File: src/rtl/nes_button_events.sv
// NES pad button event capture: sync, debounce, sticky press/release
// flags with clear-on-read, and a pending-press level for the CPU.
module nes_button_events #(
    parameter int SAMPLE_DIV   = 50000,
    parameter int DEBOUNCE_CNT = 3,
    parameter int PAD_BITS     = 32
) (
    input  logic                clk,
    input  logic                reset,
    input  logic [PAD_BITS-1:0] pad_data,
    input  logic                rd_en,
    input  logic [1:0]          rd_sel,
    output logic [PAD_BITS-1:0] rd_data,
    output logic                rd_valid,
    output logic                press_pending
);

    localparam int TW = $clog2(SAMPLE_DIV);
    localparam int CW = $clog2(DEBOUNCE_CNT + 1);
    localparam logic [TW-1:0] TICK_LAST = TW'(SAMPLE_DIV - 1);
    localparam logic [CW-1:0] STAB_LAST = CW'(DEBOUNCE_CNT - 1);

    logic [TW-1:0]       tick_cnt;
    logic                tick;
    logic [PAD_BITS-1:0] sync1;
    logic [PAD_BITS-1:0] sync2;
    logic [PAD_BITS-1:0] deb;
    logic [PAD_BITS-1:0] deb_nxt;
    logic [CW-1:0]       stab     [PAD_BITS];
    logic [CW-1:0]       stab_nxt [PAD_BITS];
    logic [PAD_BITS-1:0] press;
    logic [PAD_BITS-1:0] release_f;
    logic [PAD_BITS-1:0] rise;
    logic [PAD_BITS-1:0] fall;
    logic [PAD_BITS-1:0] rd_val;
    logic [PAD_BITS-1:0] press_clr;
    logic [PAD_BITS-1:0] rel_clr;

    assign tick = (tick_cnt == TICK_LAST);

    // Free-running sample divider, wraps at SAMPLE_DIV-1
    always_ff @(posedge clk) begin
        if (reset)
            tick_cnt <= '0;
        else if (tick)
            tick_cnt <= '0;
        else
            tick_cnt <= tick_cnt + TW'(1);
    end

    // Two-flop synchronizer for the asynchronous pad bits
    always_ff @(posedge clk) begin
        if (reset) begin
            sync1 <= '0;
            sync2 <= '0;
        end else begin
            sync1 <= pad_data;
            sync2 <= sync1;
        end
    end

    // Per-bit run length of disagreeing samples decides the next state
    always_comb begin
        deb_nxt = deb;
        for (int i = 0; i < PAD_BITS; i++) begin
            stab_nxt[i] = stab[i];
            if (tick) begin
                if (sync2[i] == deb[i]) begin
                    stab_nxt[i] = '0;
                end else if (stab[i] == STAB_LAST) begin
                    deb_nxt[i]  = ~deb[i];
                    stab_nxt[i] = '0;
                end else begin
                    stab_nxt[i] = stab[i] + CW'(1);
                end
            end
        end
    end

    // Debounced state and stability counters
    always_ff @(posedge clk) begin
        if (reset) begin
            deb <= '0;
            for (int i = 0; i < PAD_BITS; i++)
                stab[i] <= '0;
        end else begin
            deb <= deb_nxt;
            for (int i = 0; i < PAD_BITS; i++)
                stab[i] <= stab_nxt[i];
        end
    end

    assign rise = deb_nxt & ~deb;
    assign fall = ~deb_nxt & deb;

    // Read mux; a clearing read only drops the bits it returns
    always_comb begin
        rd_val    = '0;
        press_clr = '0;
        rel_clr   = '0;
        unique case (rd_sel)
            2'd0: rd_val = deb;
            2'd1: rd_val = press;
            2'd2: rd_val = release_f;
            default: rd_val = '0;
        endcase
        if (rd_en && rd_sel == 2'd1)
            press_clr = press;
        if (rd_en && rd_sel == 2'd2)
            rel_clr = release_f;
    end

    // Sticky flags; a new edge wins over a same-cycle clear
    always_ff @(posedge clk) begin
        if (reset) begin
            press         <= '0;
            release_f     <= '0;
            press_pending <= 1'b0;
        end else begin
            press         <= (press & ~press_clr) | rise;
            release_f     <= (release_f & ~rel_clr) | fall;
            press_pending <= |press;
        end
    end

    // Registered read port with one-cycle valid pulse
    always_ff @(posedge clk) begin
        if (reset) begin
            rd_data  <= '0;
            rd_valid <= 1'b0;
        end else begin
            rd_valid <= rd_en;
            if (rd_en)
                rd_data <= rd_val;
        end
    end

endmodule
File: config.mk
export PLATFORM = sky130hd
export DESIGN_NAME = nes_button_events
export DESIGN_NICKNAME = d
export VERILOG_FILES = /design/src/rtl/nes_button_events.sv
export SDC_FILE = /design/constraint.sdc
export NUM_CORES = 1
export LEC_CHECK = 0
export BUFFER_PORTS_ARGS = -buffer_cell sky130_fd_sc_hd__buf_4
export CAP_MARGIN = 25
export CORE_MARGIN = 3
export CORE_UTILIZATION = 60
export DETAILED_ROUTE_END_ITERATION = 10
export PLACE_DENSITY = 0.79
export SYNTH_ARGS = -nofsm -noshare
export SYNTH_HDL_FRONTEND = slang
export SYNTH_SLANG_ARGS = --single-unit
File: constraint.sdc
create_clock -name clk -period 2.25 [get_ports clk]
set_clock_uncertainty 0.1 [all_clocks]
set_input_delay 0.5625 -clock clk [delete_from_list [all_inputs] [get_ports clk]]
set_output_delay 0.5625 -clock clk [all_outputs]
set_load 0.01 [all_outputs]
==> After elaboration in Yosys (flattened, before gate mapping) <==
Memories as Yosys holds them, arrays and structs flattened.
Cells that the tools add are included.
{ "totals": {"regBits": 210, "ram_bits": 64, "inputBits": 37, "output_inout_bits": 34, "wordCells": 419, "mem_count": 1} }
{ "memory_table": {"columns": ["name", "words", "width", "read_ports", "rd_ports_with_merged_regs", "write_ports", "line", "source"], "rows": [
  ["stab", 32, 2, 32, 0, 32, "29", "logic [CW-1:0] stab [PAD_BITS];"]
]} }
{ "classes": {"add_sub_neg": 33, "eq_ne": 67, "mux": 230, "bitwise": 74, "reduce_logical": 5} }
{ "ops": {"columns": ["cell", "n"], "rows": [
  ["$mux 2", 128],
  ["$and 32x32->32", 4],
  ["$not 32->32", 4],
  ["$mux 1", 99],
  ["$pmux 32 s3", 1],
  ["$eq 2x2->1 const B", 33],
  ["$add 2x1->2 const B", 32],
  ["$mux 32", 2],
  ["$or 32x32->32", 2],
  ["$eq 1x1->1", 32],
  ["$not 1->1", 32],
  ["$or 1x1->1", 32],
  ["$reduce_or 32->1", 1],
  ["$add 16x1->16 const B", 1],
  ["$eq 16x16->1 const B", 1],
  ["$eq 2x1->1 const B", 1],
  ["$logic_and 1x1->1", 2],
  ["$logic_not 2->1", 1],
  ["$reduce_or 2->1", 1]
]} }

==> Logic depth before layout (Yosys ltp) <==
Gate-level depths: netlist of run 1.
{ "logic_depth": {"ltp_word": 7, "depth_mapped": 8, "ltp_nobuf": 5} }

==> Least setup slack after synthesis of run 1 <==
No wires, ideal clock.
{ "synth_path": {"path_type": "input to register", "startpoint": "in rd_sel[1]", "endpoint": "reg rd_data[12]", "setup_ns": 0.086, "arrival_time_ns": 1.632, "t_required_ns": 2.064, "setup_slack_ns": 0.433, "stages": 6, "n_path_buf": 3, "path_cell_list": "clkbuf_1 -> nor2b_1 -> clkbuf_1 -> clkbuf_1 -> a21oi_1 -> a211oi_1"} }
{ "synth_via": {"elab_chain_cells": 2, "word_cells_on_any_way": 4, "classes_between": "eq/ne (2); mux (1); reduce/logical (1)"} }
{ "synth_lines": {"columns": ["element", "line", "source"], "rows": [
  ["start: declaration", "12", "input logic [1:0] rd_sel,"],
  ["$eq 2x2->1 (tied with other cells)", "101", "unique case (rd_sel)"],
  ["$pmux 32 s3 (*)", "101", null],
  ["end signal: assignment", "134", "rd_data <= rd_val;"],
  ["end: declaration", "13", "output logic [PAD_BITS-1:0] rd_data,"]
]} }
Mark *: on every way between the ends. The rest lies on a longest branch, timed or not.
A chain may end at the register's enable or synchronous reset.

==> Worst setup path in the final report of run 1 <==
{ "layout_path": {"startpoint": "reg tick_cnt[0]", "endpoint": "reg press[1]"} }
{ "layout_via": {"elab_chain_cells": 4} }
{ "layout_lines": {"columns": ["element", "line", "source"], "rows": [
  ["start: declaration", "23", "logic [TW-1:0] tick_cnt;"],
  ["start signal: assignment", "48", "tick_cnt <= tick_cnt + TW'(1);"],
  ["$eq 16x16->1", "39", "assign tick = (tick_cnt == TICK_LAST);"],
  ["$mux 1", "67", "if (tick) begin"],
  ["$and 32x32->32", "93", "assign rise = deb_nxt & ~deb;"],
  ["$or 32x32->32", "120", "press <= (press & ~press_clr) | rise;"],
  ["end signal: assignment", "120", null],
  ["end: declaration", "31", "logic [PAD_BITS-1:0] press;"]
]} }
Every way passes these cells.

==> results of run 1 <==
## registers in the layout (all words and copies together), names as in the netlist
register,count
stab,64
deb,32
press,32
rd_data,32
release_f,32
sync1,32
sync2,32
tick_cnt,16
press_pending,1
rd_valid,1
## cell usage in the layout, fill, tap and decap left out, types with 6 or more instances in the layout
| cell | count |
|---|---|
| sky130_fd_sc_hd__dfxtp_1 | 274 |
| sky130_fd_sc_hd__nor2_1 | 181 |
| sky130_fd_sc_hd__a21oi_1 | 128 |
| sky130_fd_sc_hd__nand2_1 | 101 |
| sky130_fd_sc_hd__buf_4 | 88 |
| sky130_fd_sc_hd__nor2b_1 | 66 |
| sky130_fd_sc_hd__mux2i_1 | 64 |
| sky130_fd_sc_hd__a211oi_1 | 64 |
| sky130_fd_sc_hd__xnor2_1 | 43 |
| sky130_fd_sc_hd__nand3_1 | 38 |
| sky130_fd_sc_hd__nand3b_1 | 33 |
| sky130_fd_sc_hd__nand2b_1 | 32 |
| sky130_fd_sc_hd__or3_1 | 32 |
| sky130_fd_sc_hd__a32oi_1 | 32 |
| sky130_fd_sc_hd__clkbuf_16 | 29 |
| sky130_fd_sc_hd__nor4_1 | 13 |
| sky130_fd_sc_hd__buf_12 | 10 |
| sky130_fd_sc_hd__clkinv_2 | 8 |
| sky130_fd_sc_hd__clkbuf_8 | 6 |
## area by class of cell
cell class                 count  area share, %
clock buffer                  38           6.42
clock inverter                13           1.17
inverter                       4          0.119
multi-input combinational    845           39.6
sequential                   274           43.5
tap                          225           2.23
timing repair buffer          99           6.94
## logic make-up after synthesis
| family | after synthesis | share of synthesized area, % |
|---|---|---|
| xor+xnor | 45 | 3.63 |
| fa+ha+maj | 1 | 0.115 |
| buf+inv | 87 | 3.52 |
| mux | 65 | 6.01 |
| simple gates | 510 | 23.2 |
| compound gates | 224 | 12.9 |
| flops | 274 | 50.6 |
## power by group through the flow
stage	Combinational, mW	Sequential [mW]	Clock, mW
final	0.421	4.98	4.73
after global routing	0.463	4.99	5.01
after CTS	0.425	4.99	4.81
after detailed placement	0.422	5.09	0
after global placement	0.417	5.09	0
after floorplan	0.237	5.09	0
## metal layers
layer,vias up,part of all wire (%)
met5,-,0
met4,0,2.5
met3,42,4.9
met2,199,46
met1,3930,46
li1,4263,-
## path summary, 6_finish.rpt
path	start	slack, ps	cells after the start	to
worst min register to register	sync1[19]	340	1	sync2[19]
worst min-delay path	pad_data[6]	140	2	sync1[6]
worst max-delay path	tick_cnt[0]	150	6	press[1]
worst max register to register	tick_cnt[0]	150	6	press[1]
## stage by stage
step | utilization [%] | area [um2] | setup slack [ps] | hold WS [ps]
final | 72.1 | 12600 | 152 | 138
after CTS | 72.1 | 12600 | 163 | 120
after floorplan | - | 10800 | 433 | 314
after global placement | 66.6 | 11600 | 234 | 317
after global routing | 72.1 | 12600 | 17.0 | 129
after detailed placement | 66.6 | 11600 | 191 | 323
==> impl_summary.log, run 1 <==
[metrics] starting density of the core: 62.0%
[metrics] fillcell total: 1333
[metrics] global-route wire length before repair: 37000 um
[metrics] status: finished clean
[metrics] switching power: 2.15 mW
[metrics] number of hold buffers added after CTS: 0
[metrics] DRC viols: 0
[metrics] number of enable-type register cells in the synthesized netlist: 0
[metrics] FFs w/ async S/R, synth: 0%
[metrics] final slew viol count: 0
[metrics] CTS Buf Count: 28
[metrics] cell family contributing the most delay on the critical path: simple AND/OR/NAND/NOR gates
[metrics] top cell type by total area after synthesis: sky130_fd_sc_hd__dfxtp_1
[metrics] global routing met3 resource utilization: 3.52%
[metrics] number of antenna violations at the first check in global routing: 0
[metrics] critical path start-end classification: reg2reg
[metrics] Congestion Overflow GR: 0
[metrics] worst endpoint data arrival time: roughly 2500 ps
[metrics] clock share of power: 46.7%
[metrics] # rows: 48
[metrics] mapped cell area: 10800 um2
[metrics] syn_area_per_cell: 8.99 um2
[metrics] width of the die: 140 um
[metrics] top cells by count, synth: 274 x sky130_fd_sc_hd__dfxtp_1, 181 x sky130_fd_sc_hd__nor2_1, 128 x sky130_fd_sc_hd__a21oi_1
[metrics] TritonCTS clock tree: built
[metrics] sum of buffers and inverters on the critical path: 1
[metrics] relative area change from synthesis to final layout: 16.2%
[metrics] Setup Buffers After CTS: 0
[metrics] most congested layer reported by global routing: met2
[metrics] number of nets in the layout: about 1300
[metrics] leakage power summed over all cells: 4.63 nW
[metrics] Primary FF master, synth: sky130_fd_sc_hd__dfxtp_1
[metrics] number of gates given a new drive strength after cts: 0
[metrics] part of the power in combinational logic: 4.2%
[metrics] most common cell in the synthesized netlist: sky130_fd_sc_hd__dfxtp_1
[metrics] combined global-route utilization of all metal layers: 21.8%
[metrics] Seq. cell area: 5490 um2
[metrics] Pint: 7.99 mW
[metrics] number of ports placed on the die boundary: 71
[metrics] worst-case vdd ir drop: 0.000735 V
[metrics] final antenna-violating net count: 0
[metrics] total power consumption of the routed design: between 10 and 15 mW
[metrics] required arrival time at the worst endpoint: about 2600 ps
[metrics] clock net sink count: 274
[metrics] total wirelength of the detailed-routed design: around 22000 um
[metrics] yosys warns: 0
[metrics] Worst setup EP type: register
[metrics] count of endpoints failing setup in the final report: 0
[metrics] clock slew at reported path FFs: 60 ps
[metrics] max-cap violations: 0
[metrics] synthesized instance count: 1206
[metrics] post-DR vias/cell: ~5.6
[metrics] met1 GRT Util: 30.0%
[metrics] standard cell with the maximum stage delay on the critical path: sky130_fd_sc_hd__dfxtp_1
[metrics] Inserted Diodes: 0
[metrics] final sum of negative setup slack: 0 ps
[metrics] Clk Latency, worst-skew pair: between 500 and 600 ps
[metrics] Period Utilization, post-route: 93.2%
[metrics] routed len/inst: ~15 um
[metrics] path type of the worst min-delay path: in2reg
[metrics] final standard cell count with taps included and fillers excluded: 1498
[metrics] Clock Path Buffers: 3
[metrics] Detailed Routing Iterations Pass 1: 5
[metrics] number of DRC markers after the initial detailed-route iteration: about 580
[metrics] critical-path cell list: ha_1 -> and3_1 -> nand4_4 -> buf_12 -> or3_1 -> a21oi_1
[metrics] floorplan die height: 140 um
[metrics] highest attainable clock frequency: 477 MHz
[metrics] Synth top area share: 50.6%
[metrics] share of the yosys chip area belonging to registers: 50.6%
[metrics] Seq pwr share: between 40% and 50%
[metrics] HPWL after detailed placement: 13900 um
[metrics] startpoint type of the worst setup path: register
[metrics] via count of the first global-routing pass: 7753
[metrics] met2 demand-to-capacity share in global routing: 35.3%
[metrics] depth of the CTS H-tree: 1
[metrics] post-synth net total: 1244
[metrics] transition time at the pin with the least slew margin: 463 ps
[metrics] switching power as a share of total power: between 20% and 30%
[metrics] largest driver fanout on the critical path: 35
[metrics] Root Buffer: sky130_fd_sc_hd__clkbuf_16
[metrics] Fin. Hold Viols: 0
[metrics] largest net degree at the start of global routing: 63
[metrics] fraction of layout instances using a drive strength above 1: approximately an eighth
[metrics] placer congestion estimate: 0.792
[metrics] top area cells in the synthesized netlist: sky130_fd_sc_hd__dfxtp_1 51%, sky130_fd_sc_hd__nor2_1 6.3%, sky130_fd_sc_hd__a21oi_1 5.9%
[metrics] RSZ-0062 raised after global routing: false
[metrics] flop and latch count out of synthesis: around 270
[metrics] Unique masters post-synth: 32
[metrics] largest stage delay on the critical path: 370 ps
[metrics] area taken by multi-input logic gates: approximately 5000 um2
[metrics] minimum period implied by the final worst setup slack: 2100 ps
[metrics] headroom to the max-slew limit: 68.9%
[metrics] die footprint: 19700 um2
[metrics] number of I/O port buffers: 70
[metrics] total power density per cell area: 804 nW/um2
[metrics] total vias in the final route: around 8400
[metrics] area of the core region: 17500 um2
[metrics] placed cell count: 1447
Power figures use the tool's default switching activity.
==> run 2, diff against run 1 <==
Settings changed: CAP_MARGIN 25 to 20, CORE_UTILIZATION 60 to 54, PLACE_DENSITY 0.79 to 0.75.
Clock period 2.25 ns to 1.74 ns, I/O delays scaled along.
==> impl_summary.log, run 2 (same netlist as run 1, synthesis figures left out) <==
[metrics] count of endpoints failing setup in the final report: 47
[metrics] total power consumption of the routed design: between 10 and 15 mW
[metrics] clock slew at reported path FFs: about 60 ps
[metrics] routed len/inst: roughly 16 um
[metrics] max-cap violations: 0
[metrics] final sum of negative setup slack: -646 ps
[metrics] sum of buffers and inverters on the critical path: 2
[metrics] path type of the worst min-delay path: in2reg
[metrics] worst endpoint data arrival time: 2140 ps
[metrics] width of the die: 148 um
[metrics] final standard cell count with taps included and fillers excluded: 1589
[metrics] CTS Buf Count: 28
[metrics] relative area change from synthesis to final layout: 25.2%
[metrics] floorplan die height: 148 um
[metrics] largest stage delay on the critical path: 350 ps
[metrics] clock net sink count: around 270
[metrics] placed cell count: 1504
[metrics] combined global-route utilization of all metal layers: 21.4%
[metrics] DP Worst Slack: -112 ps
[metrics] fraction of layout instances using a drive strength above 1: 18.0%
[metrics] starting density of the core: 55.3%
[metrics] Root Buffer: sky130_fd_sc_hd__clkbuf_16
[metrics] RSZ-0062 raised after global routing: true
[metrics] number of DRC markers after the initial detailed-route iteration: 508
[metrics] Fin. Hold Viols: 0
[metrics] die footprint: 21800 um2
[metrics] register name with the most flops: stab
[metrics] Congestion Overflow GR: 0
[metrics] Worst setup EP type: register
[metrics] final antenna-violating net count: 0
[metrics] most common cell after layout, fill and taps aside: sky130_fd_sc_hd__dfxtp_1
[metrics] startpoint type of the worst setup path: register
[metrics] cell family contributing the most delay on the critical path: simple AND/OR/NAND/NOR gates
[metrics] worst-case vdd ir drop: between 0.0008 and 0.0009 V
[metrics] Clk Latency, worst-skew pair: around 550 ps
[metrics] standard cell with the maximum stage delay on the critical path: sky130_fd_sc_hd__nor4b_4
[metrics] number of I/O port buffers: 70
[metrics] leakage power summed over all cells: 4.97 nW
[metrics] transition time at the pin with the least slew margin: 466 ps
[metrics] failing checks: setup timing
[metrics] post-DR vias/cell: 5.47
[metrics] total wirelength of the detailed-routed design: roughly 25000 um
[metrics] minimum period implied by the final worst setup slack: 1780 ps
[metrics] area of the core region: between 15000 and 20000 um2
[metrics] critical-path cell list: nor4b_4 -> and4_4 -> buf_12 -> buf_16 -> nor2_1 -> a211oi_2
[metrics] most used cells in the layout excluding fill and tap cells: 269 x sky130_fd_sc_hd__dfxtp_1, 179 x sky130_fd_sc_hd__nor2_1, 103 x sky130_fd_sc_hd__a21oi_1
[metrics] Placed Area: ~12000 um2
[metrics] total vias in the final route: 8697
[metrics] required arrival time at the worst endpoint: 2100 ps
[metrics] number of nets in the layout: 1340
[metrics] largest driver fanout on the critical path: 34
[metrics] status: finished, violations left
[metrics] depth of the CTS H-tree: 1
[metrics] total power density per cell area: about 950 nW/um2
[metrics] final design instance area without fill: 13600 um2
[metrics] utilization after layout: between 60% and 70%
[metrics] final slew viol count: 0
[metrics] placer congestion estimate: 0.810
[metrics] highest attainable clock frequency: ~560 MHz
[metrics] Min Hold Slack: 15.1 ps
[metrics] TritonCTS clock tree: built
[metrics] flip-flop count of the largest register, all copies and words added: 64
[metrics] Inserted Diodes: 0
[metrics] number of antenna violations at the first check in global routing: 0
[metrics] Final Worst Setup Slack: -42.0 ps
[metrics] via count of the first global-routing pass: ~8000
[metrics] HPWL after detailed placement: between 10000 and 15000 um
[metrics] headroom to the max-slew limit: 68.7%
[metrics] Period Utilization, post-route: 102%
[metrics] number of ports placed on the die boundary: 71
[metrics] # rows: 51
[metrics] critical path start-end classification: reg2reg
[metrics] largest net degree at the start of global routing: 59
[metrics] Clock Path Buffers: 3
[metrics] Detailed Routing Iterations Pass 1: 5
[metrics] global-route wire length before repair: 39600 um
[metrics] DRC viols: 0
[run 2: cell types whose count changed in the layout (fill, tap and decap cells not counted), sizes merged]
cell,change
buf,+25
bufbuf,+1
bufinv,-2
clkbuf,+10
clkinv,-3
dlygate4sd3,+20
[run 2: worst reg2reg max path, cell delays in order (launching register included)]
cell,delay [ps]
sky130_fd_sc_hd__dfxtp_2,330
sky130_fd_sc_hd__nor4b_4,350
sky130_fd_sc_hd__and4_4,340
sky130_fd_sc_hd__buf_12,120
sky130_fd_sc_hd__buf_16,170
sky130_fd_sc_hd__nor2_1,90
sky130_fd_sc_hd__a211oi_2,210
[run 2: routing by layer]
metal | track usage [%] | part of all wire (%) | up-vias
li1 | - | - | 4377
met1 | 28.5 | 45 | 4117
met2 | 36.3 | 49 | 167
met3 | 3.25 | 4.1 | 36
met4 | 6.10 | 1.8 | 0
met5 | 0 | 0 | -
[run 2: final timing paths]
kind / from / to / slack, ps / depth (start not counted)
max reg2reg: tick_cnt[7] / deb[28] / -40 / 6
min: pad_data[11] / sync1[11] / 20 / 2
max: tick_cnt[7] / deb[28] / -40 / 6
min reg2reg: sync1[24] / sync2[24] / 340 / 1
[run 2: layout make-up]
class,instances,area [um2]
clock buffers,44,821
inverters,4,15.0
multi-input cells,845,5260
fillers,1479,6010
repair buffers,149,1570
clock inverters,8,82.6
well taps,265,332
flip-flops and latches,274,5490
[run 2: timing repair]
action,4_1_cts,5_1_grt
gates resized for setup,16,59
hold endpoints to repair,20,0
setup buffers,4,2
pin swaps,34,34
gates cloned,4,5
hold buffers,20,0
endpoints found under the setup margin,138,167
[run 2: power breakdown]
| part | switching (mW) | internal [mW] | total, mW |
|---|---|---|---|
| logic | 0.329 | 0.292 | 0.622 |
| clock network | 2.39 | 3.39 | 5.78 |
| registers | 0.0578 | 6.39 | 6.45 |
==> run 3, diff against run 2 <==
Settings changed: ABC_AREA set to 1, CORE_UTILIZATION 54 to 55, PLACE_DENSITY 0.75 to 0.76.
==> impl_summary.log, run 3 <==
[metrics] fillcell total: 1765
[metrics] via count of the first global-routing pass: 9855
[metrics] CTS Buf Count: 28
[metrics] worst-case vdd ir drop: between 0.0007 and 0.0008 V
[metrics] Congestion Overflow GR: 0
[metrics] status: finished clean
[metrics] syn_area_per_cell: ~7 um2
[metrics] sink of the worst hold path: sync1[28]
[metrics] most used cells in the layout excluding fill and tap cells: 420 x sky130_fd_sc_hd__nand2_1, 271 x sky130_fd_sc_hd__dfxtp_1, 233 x sky130_fd_sc_hd__nor2_1
[metrics] clock net sink count: roughly 270
[metrics] largest driver fanout on the critical path: 32
[metrics] post-synth net total: between 1500 and 2000
[metrics] area taken by multi-input logic gates: between 5000 and 6000 um2
[metrics] number of enable-type register cells in the synthesized netlist: 0
[metrics] Unique masters post-synth: 23
[metrics] relative area change from synthesis to final layout: 19.2%
[metrics] number of antenna violations at the first check in global routing: 0
[metrics] Placed Area: 12700 um2
[metrics] standard cell with the maximum stage delay on the critical path: sky130_fd_sc_hd__dfxtp_2
[metrics] mapped cell area: 11700 um2
[metrics] clock share of power: 45.6%
[metrics] path type of the worst min-delay path: in2reg
[metrics] Min-Delay Path Depth: 3
[metrics] final slew viol count: 0
[metrics] total vias in the final route: roughly 11000
[metrics] Inserted Diodes: 0
[metrics] TritonCTS clock tree: built
[metrics] fraction of layout instances using a drive strength above 1: under 10%
[metrics] total wirelength of the detailed-routed design: 28800 um
[metrics] transition time at the pin with the least slew margin: 332 ps
[metrics] placer congestion estimate: 0.832
[metrics] depth of the CTS H-tree: 1
[metrics] synthesized instance count: 1695
[metrics] global-route wire length before repair: ~48000 um
[metrics] combined global-route utilization of all metal layers: 24.1%
[metrics] final antenna-violating net count: 0
[metrics] Pint: 10.0 mW
[metrics] Fin. Hold Viols: 0
[metrics] critical-path cell list: ha_4 -> nand3_4 -> nor3_4 -> nand2_4 -> buf_12 -> o21ai_0 -> nor2_1
[metrics] critical path start-end classification: reg2reg
[metrics] startpoint type of the worst setup path: register
[metrics] number of ports placed on the die boundary: 71
[metrics] Seq. cell area: 5490 um2
[metrics] Hold Crit Start: pad_data[28]
[metrics] placed cell count: 1988
[metrics] Clock Path Buffers: 3
[metrics] width of the die: 152 um
[metrics] flip-flop count of the largest register, all copies and words added: 64
[metrics] routed len/inst: ~14 um
[metrics] worst endpoint data arrival time: 1970 ps
[metrics] final design instance area without fill: 14000 um2
[metrics] floorplan die height: 152 um
[metrics] Worst R2R End: deb[21]
[metrics] leakage power summed over all cells: 5.77 nW
[metrics] largest stage delay on the critical path: around 360 ps
[metrics] Synth top area share: 46.8%
[metrics] minimum period implied by the final worst setup slack: 1640 ps
[metrics] post-DR vias/cell: around 5.2
[metrics] total power density per cell area: 914 nW/um2
[metrics] most common cell in the synthesized netlist: sky130_fd_sc_hd__nand2_1
[metrics] flop and latch count out of synthesis: 274
[metrics] highest attainable clock frequency: a little over 600 MHz
[metrics] Root Buffer: sky130_fd_sc_hd__clkbuf_16
[metrics] Clk Latency, worst-skew pair: 540 ps
[metrics] count of endpoints failing setup in the final report: 0
[metrics] Detailed Routing Iterations Pass 1: 6
[metrics] number of nets in the layout: 1812
[metrics] headroom to the max-slew limit: 77.7%
[metrics] Period Utilization, post-route: 94.4%
[metrics] switching power: 2.74 mW
[metrics] top area cells in the synthesized netlist: sky130_fd_sc_hd__dfxtp_1 47%, sky130_fd_sc_hd__nand2_1 13%, sky130_fd_sc_hd__nor2_1 7.6%
[metrics] DRC viols: 0
[metrics] Reg2Reg Depth: 7
[metrics] clock slew at reported path FFs: 60 ps
[metrics] max-cap violations: 0
[metrics] Seq pwr share: 50.1%
[metrics] yosys warns: 0
[metrics] launching point of the worst reg2reg path: tick_cnt[0]
[metrics] internal reg-to-reg setup slack: 100 ps
[metrics] die footprint: roughly 23000 um2
[metrics] register name with the most flops: stab
[metrics] area of the core region: 20600 um2
[metrics] number of DRC markers after the initial detailed-route iteration: approximately 940
[metrics] final standard cell count with taps included and fillers excluded: between 2000 and 2500
[metrics] part of the power in combinational logic: 4.4%
[metrics] Worst setup EP type: register
[metrics] most common cell after layout, fill and taps aside: sky130_fd_sc_hd__nand2_1
[metrics] top cells by count, synth: 421 x sky130_fd_sc_hd__nand2_1, 274 x sky130_fd_sc_hd__dfxtp_1, 237 x sky130_fd_sc_hd__nor2_1
[metrics] starting density of the core: 57.0%
[metrics] required arrival time at the worst endpoint: 2070 ps
[metrics] total power consumption of the routed design: 12.8 mW
[metrics] number of I/O port buffers: 70
[metrics] Primary FF master, synth: sky130_fd_sc_hd__dfxtp_1
[metrics] HPWL after detailed placement: 18000 um
[metrics] largest net degree at the start of global routing: 65
[metrics] top cell type by total area after synthesis: sky130_fd_sc_hd__dfxtp_1
[metrics] switching power as a share of total power: 21.5%
[metrics] FFs w/ async S/R, synth: 0%
[metrics] # rows: 52
[metrics] share of the yosys chip area belonging to registers: 46.8%
[run 3: worst max-delay path by stage]
stage | slack, ps | endpoint | start | cells past startpoint
after floorplan | 90 | stab[0][23] | tick_cnt[0] | 8
after global placement | 80 | stab[1][25] | tick_cnt[1] | 7
after detailed placement | -10 | stab[1][19] | tick_cnt[1] | 7
after CTS | 3 | deb[21] | tick_cnt[1] | 7
after global routing | -2 | deb[30] | tick_cnt[0] | 7
final | 100 | deb[21] | tick_cnt[0] | 7
[run 3: logic make-up (layout without fill, tap and decap cells)]
family | Yosys count | after routing | synth area share (%)
AND/OR/NAND/NOR | 910 | 910 | 32.8
adder cells (fa/ha/maj) | 1 | 1 | 0.107
buffers and inverters | 303 | 402 | 10.1
AO/OA/AOI/OAI | 173 | 173 | 7.72
XOR/XNOR | 34 | 34 | 2.54
flip-flops | 274 | 274 | 46.8
[run 3: final cells by class]
| cell class | count | share of cell area (%) |
|---|---|---|
| well taps | 270 | 2.42 |
| clock buffers | 45 | 6.05 |
| multi-input cells | 1118 | 36.6 |
| flip-flops and latches | 274 | 39.3 |
| repair buffers | 137 | 9.54 |
| clock inverters | 5 | 0.358 |
| inverters | 215 | 5.77 |
[run 3: critical path: cells and delay by family (launching register included)]
kind / cells / cell delay [ps]
buffers and inverters: 1 / 190
AOI/OAI and AO/OA: 1 / 190
DFF: 1 / 360
adders and majority gates: 1 / 160
and+or+nand+nor: 4 / 530
[run 3: layer usage]
layer	global-route usage [%]	vias to the layer above	wire, um
met5	0	-	0
met1	35.0	4760	13100
li1	-	5513	-
met4	5.14	0	361
met3	4.04	34	2480
met2	38.1	393	12800
[run 3: power by group through the flow]
stage | combinational, mW | sequential [mW] | clock (mW)
2_1_floorplan | 0.279 | 6.52 | 0
3_3_place_gp | 0.500 | 6.53 | 0
3_5_place_dp | 0.504 | 6.53 | 0
4_1_cts | 0.553 | 6.39 | 5.90
5_1_grt | 0.614 | 6.40 | 6.17
6_report | 0.556 | 6.39 | 5.82
[run 3: through the flow]
step	TNS (ps)	hold slack [ps]	utilization [%]	setup WS (ps)
floorplan	0	288	-	90.7
global placement	0	289	62.0	83.7
detailed placement	-24.6	293	62.0	-11.6
CTS	0	0.364	67.7	3.30
global route	-1.62	2.53	68.0	-1.62
finish	0	10.4	68.0	96.7
[run 3: timing repair]
item,in CTS,in global routing
pin swaps,1,2
hold buffers,24,0
hold endpoints to repair,24,0
endpoints found under the setup margin,26,109
gates resized for setup,10,5
cloned,0,1
buffers inserted,0,1
